$ cat src/rtl/ps2_key_event.sv
// PS/2 set-2 scan-code consumer: pops bytes from the receiver FIFO, folds E0/F0 prefixes
// into held-key state, and emits press/repeat/release pulses plus a press counter.
module ps2_key_event #(
  parameter int COUNT_W = 8
) (
  input  logic               clk,
  input  logic               reset,
  input  logic [7:0]         fifo_data,
  input  logic               fifo_ready,
  output logic               fifo_nextdata_n,
  output logic [7:0]         key_code,
  output logic               key_ext,
  output logic               key_valid,
  output logic               press_pulse,
  output logic               repeat_pulse,
  output logic               release_pulse,
  output logic [COUNT_W-1:0] press_count
);

  localparam logic [1:0] S_IDLE = 2'd0;
  localparam logic [1:0] S_ACK  = 2'd1;
  localparam logic [1:0] S_GAP  = 2'd2;

  logic [1:0] r_state;
  logic [7:0] r_byte;
  logic       r_ext_pend;
  logic       r_brk_pend;

  logic w_is_e0;
  logic w_is_f0;
  logic w_discard;
  logic w_match;

  assign w_is_e0   = (r_byte == 8'hE0);
  assign w_is_f0   = (r_byte == 8'hF0);
  assign w_discard = (r_byte == 8'h00) || (r_byte == 8'hAA) || (r_byte == 8'hE1) ||
                     (r_byte == 8'hFA) || (r_byte == 8'hFE) || (r_byte == 8'hFF);
  assign w_match   = key_valid && (key_code == r_byte) && (key_ext == r_ext_pend);

  // The decode lands on the edge that leaves GAP, so results appear two edges
  // after fifo_ready is sampled; a reset while in ACK therefore drops the byte.
  always_ff @(posedge clk or posedge reset) begin
    if (reset) begin
      r_state         <= S_IDLE;
      r_byte          <= 8'h00;
      r_ext_pend      <= 1'b0;
      r_brk_pend      <= 1'b0;
      fifo_nextdata_n <= 1'b1;
      key_code        <= 8'h00;
      key_ext         <= 1'b0;
      key_valid       <= 1'b0;
      press_pulse     <= 1'b0;
      repeat_pulse    <= 1'b0;
      release_pulse   <= 1'b0;
      press_count     <= '0;
    end else begin
      press_pulse   <= 1'b0;
      repeat_pulse  <= 1'b0;
      release_pulse <= 1'b0;
      case (r_state)
        S_IDLE: begin
          if (fifo_ready) begin
            r_byte          <= fifo_data;
            fifo_nextdata_n <= 1'b0;
            r_state         <= S_ACK;
          end
        end
        S_ACK: begin
          fifo_nextdata_n <= 1'b1;
          r_state         <= S_GAP;
        end
        S_GAP: begin
          r_state <= S_IDLE;
          if (w_is_e0) begin
            r_ext_pend <= 1'b1;
          end else if (w_is_f0) begin
            r_brk_pend <= 1'b1;
          end else if (w_discard) begin
            r_ext_pend <= 1'b0;
            r_brk_pend <= 1'b0;
          end else if (r_brk_pend) begin
            // Breaks of anything but the held key are dropped silently.
            if (w_match) begin
              key_valid     <= 1'b0;
              release_pulse <= 1'b1;
            end
            r_ext_pend <= 1'b0;
            r_brk_pend <= 1'b0;
          end else begin
            if (w_match) begin
              repeat_pulse <= 1'b1;
            end else begin
              key_code    <= r_byte;
              key_ext     <= r_ext_pend;
              key_valid   <= 1'b1;
              press_pulse <= 1'b1;
              press_count <= press_count + COUNT_W'(1);
            end
            r_ext_pend <= 1'b0;
          end
        end
        default: begin
          r_state         <= S_IDLE;
          fifo_nextdata_n <= 1'b1;
        end
      endcase
    end
  end

endmodule

$ cat config.mk
export PLATFORM = sky130hd
export DESIGN_NAME = ps2_key_event
export DESIGN_NICKNAME = d
export VERILOG_FILES = /design/src/rtl/ps2_key_event.sv
export SDC_FILE = /design/constraint.sdc
export NUM_CORES = 1
export LEC_CHECK = 0
export ABC_AREA = 1
export CORE_ASPECT_RATIO = 0.5
export CORE_UTILIZATION = 56
export CTS_CLUSTER_DIAMETER = 60
export DETAILED_ROUTE_END_ITERATION = 10
export GPL_ROUTABILITY_DRIVEN = 0
export GPL_TIMING_DRIVEN = 0
export PLACE_DENSITY = 0.84
export SYNTH_ARGS = -nofsm -noshare
export SYNTH_HDL_FRONTEND = slang
export SYNTH_SLANG_ARGS = --single-unit
$ cat constraint.sdc
create_clock -name clk -period 5 [get_ports clk]
set_input_delay 0.5 -clock clk [delete_from_list [all_inputs] [get_ports clk]]
set_output_delay 0.5 -clock clk [all_outputs]
set_load 0.01 [all_outputs]
==> results.py <==
metrics = {
    "final_layout": {
        "final_util_pct": 75.3,
        "final_common_cell": "nand2_1",
        "drive_above_1_share_pct": 16.0,
        "fillerInstances": 239,
        "layout.nets": 284,
        "antennaDiodeCount": 0,
        "layout_common_cells": "69 x nand2_1, 33 x dfrtp_1, 32 x clkdlybuf4s50_1",
        "area_growth_pct": 23.7,
    },
    "yosys": {
        "synth_top_area_share_pct": 43.7,
        "mappedNetlistArea_sq_um": 1890,
        "postSynthAreaPerCell_sq_um": 8.21,
        "synthXorXnorAreaFrac_pct": 3.71,
        "synthSimpleGateAreaFrac_pct": 35.1,
        "ys_warn_count": 0,
        "synth_fa_ha_area_share_pct": 2.65,
        "syn-num-nets": 245,
        "synthCells": 230,
        "synthMuxAreaShare_pct": 0,
        "ys_types": 29,
        "synth_top_area_cell": "dfrtp_1",
        "ys_seq_area_share_pct": 45.1,
        "synth_top_family_by_area": "simple AND/OR/NAND/NOR gates",
        "synth_area_leaders": "dfrtp_1 44%, nand2_1 14%, nand4_1 6.3%",
        "ys_seq_elements": 34,
        "synth_compound_area_share_pct": 4.31,
    },
    "place": {
        "portBuffers": 32,
        "hpwl_um": 2760,
        "place_ws_ns": 2.95,
    },
    "job": {
        "drv_cap": 0,
    },
    "clock_tree": {
        "cts_tree": "built",
        "clk_latency_ns": 0.27,
        "cts.clk_slew.worst_paths_ns": 0.07,
        "post_cts_resized": 0,
        "numCtsBuffers": 5,
        "post_cts_buffers": 0,
        "holdBufCountCts": 0,
        "cts_root_buf": "clkbuf_8",
        "cts_buffer_depth": 2,
        "cts_max_level": 2,
        "cts_sinks": 34,
    },
    "sta": {
        "tns_ns": 0,
        "setup_ws_ns": 3.15,
        "fmax_mhz": 541,
        "worst_pin_slew_ns": 0.704,
        "holdWs_ns": 0.433,
        "skew_ns": 0.00278,
        "finalHoldViolations": 0,
        "rsz0062_at_grt": "false",
        "finalSetupViolations": 0,
        "period_share_pct": 37.0,
        "min_period_ns": 1.85,
        "finalMaxSlewViolations": 0,
        "slew_headroom_pct": 53.0,
    },
    "pwr": {
        "power_density_nw_per_um2": 460,
        "sw_frac_of_total_pct": 37.7,
        "p_leak_nw": 1.14,
        "intPower_mw": 0.670,
        "combPwrFrac_pct": 39.9,
        "p_seq_share_pct": 42.5,
        "switching_power_mw": 0.405,
        "peakVddDrop_mv": 0.356,
        "power.share.clock_pct": 17.6,
    },
    "route": {
        "drt_wl_total_um": 3770,
        "via_per_inst": 5.12,
        "drt-initial-drc-count": 77,
        "wl_per_cell_um": 12.2,
        "dr.pass1.iters": 7,
        "drtAntennaViolNets": 0,
        "drcViolationCount": 5,
        "via_count": 1582,
    },
    "hold_path": {
        "whs_path_depth": 1,
        "timing.hold.worst.start": "r_state[1]",
        "hold_class": "reg2reg",
        "hold_end": "r_state[1]",
    },
    "worst_setup_path": {
        "crit_required_ns": 5.17,
        "crit_fanout": 10,
        "path_class": "reg2reg",
        "reg2reg_to": "key_valid",
        "end_kind": "flip-flop",
        "reg2regPathDepth": 11,
        "worstPathCellList": "inv_1 > o21ai_0 > nor2_2 > nand2_2 > buf_6 > buf_8 > inv_2 > ha_1 > nand3_1 > nand2_1 > nand2_1",
        "path_common_cell": "nand2_1",
        "r2r_start": "r_byte[7]",
        "r2r_slack_ns": 3.15,
        "worstSetupStartpointType": "flip-flop",
        "arrival_ns": 2.02,
        "cpPeakStageDelay_ns": 0.41,
        "crit_slowest_cell": "dfrtp_1",
    },
    "global_routing": {
        "grt_max_degree": 35,
        "grt_overflow": 0,
        "grt_pass1_vias": 1373,
        "grt_antenna_before_repair": 0,
        "grt_pass1_wl_um": 6290,
        "grt_use_total_pct": 22.9,
    },
    "outcome": {
        "violations": "design-rule violations",
        "status": "finished, violations left",
    },
    "die": {
        "die_area_sq_um": 3620,
        "die_width_um": 84.1,
        "start_util_pct": 60.9,
        "ios": 33,
        "core_area_sq_um": 3100,
        "rows": 14,
        "die_y_um": 43.1,
    },
}
Yosys cell counts, drive strengths merged:
library cell,number
nand3b,2
clkbuf,2
dfstp,1
nor2,23
dfrtp,33
xnor2,5
a21oi,4
o21ai,10
inv,26
nand2,83
nand3,9
xor2,3
ha,4
buf,5
clkinv,1
nand4,19
final cells by class:
class / count / area (sq um) / share of cell area, %
multi-input combinational: 162 / 865 / 37.0
sequential: 34 / 852 / 36.5
timing repair buffer: 32 / 320 / 13.7
inverter: 27 / 101 / 4.34
clock buffer: 7 / 76.3 / 3.27
buffer: 7 / 70.1 / 3.00
tap: 40 / 50.0 / 2.14
state kept, by name, indices dropped and copies added (netlist names), 2 cells and up:
register / count
key_code: 8
press_count: 8
r_byte: 8
r_state: 2
worst max-delay path by stage:
stage / start / to / slack (ns)
3_5_place_dp: reset / key_code[1] / 2.95
5_1_grt: r_byte[7] / key_valid / 2.99
2_1_floorplan: r_byte[0] / key_valid / 3.36
3_3_place_gp: reset / key_code[1] / 2.99
4_1_cts: r_byte[7] / key_valid / 3.15
6_report: r_byte[7] / key_valid / 3.15
power by group through the flow:
stage	sequential (mW)	combinational, mW	clock [mW]
floorplan	0.470	0.235	0
global placement	0.456	0.416	0
global route	0.469	0.474	0.202
detailed placement	0.460	0.428	0
CTS	0.456	0.431	0.191
finish	0.456	0.428	0.189
stage by stage:
step           cells  cell area [sq um]  power (mW)
5_1_grt          309               2330        1.15
4_1_cts          309               2330        1.08
6_report         309               2330        1.07
3_5_place_dp     302               2260       0.889
3_3_place_gp     302               2260       0.872
2_1_floorplan    230               1890       0.705
metal layers:
metal  routed length, um  track usage [%]  part of all wire (%)  vias up
met5                   0                0                     0        -
met4                  27             4.14                  0.72        0
met3                 168             6.61                   4.5        2
met2                1710             36.2                    45       33
met1                1860             32.0                    49      738
li1                    -                -                     -      809
cell families after synthesis:
logic type | count (synthesis)
buf+inv | 34
simple gates | 136
fa+ha+maj | 4
flops | 34
xor+xnor | 8
compound gates | 14
worst max-delay path, delay by kind of cell (launching register included):
kind | cells | cell delay [ns]
DFF | 1 | 0.41
buffers and inverters | 4 | 0.40
and+or+nand+nor | 5 | 0.37
adders and majority gates | 1 | 0.28
AOI/OAI and AO/OA | 1 | 0.27
(Power assumes the default switching activity.)
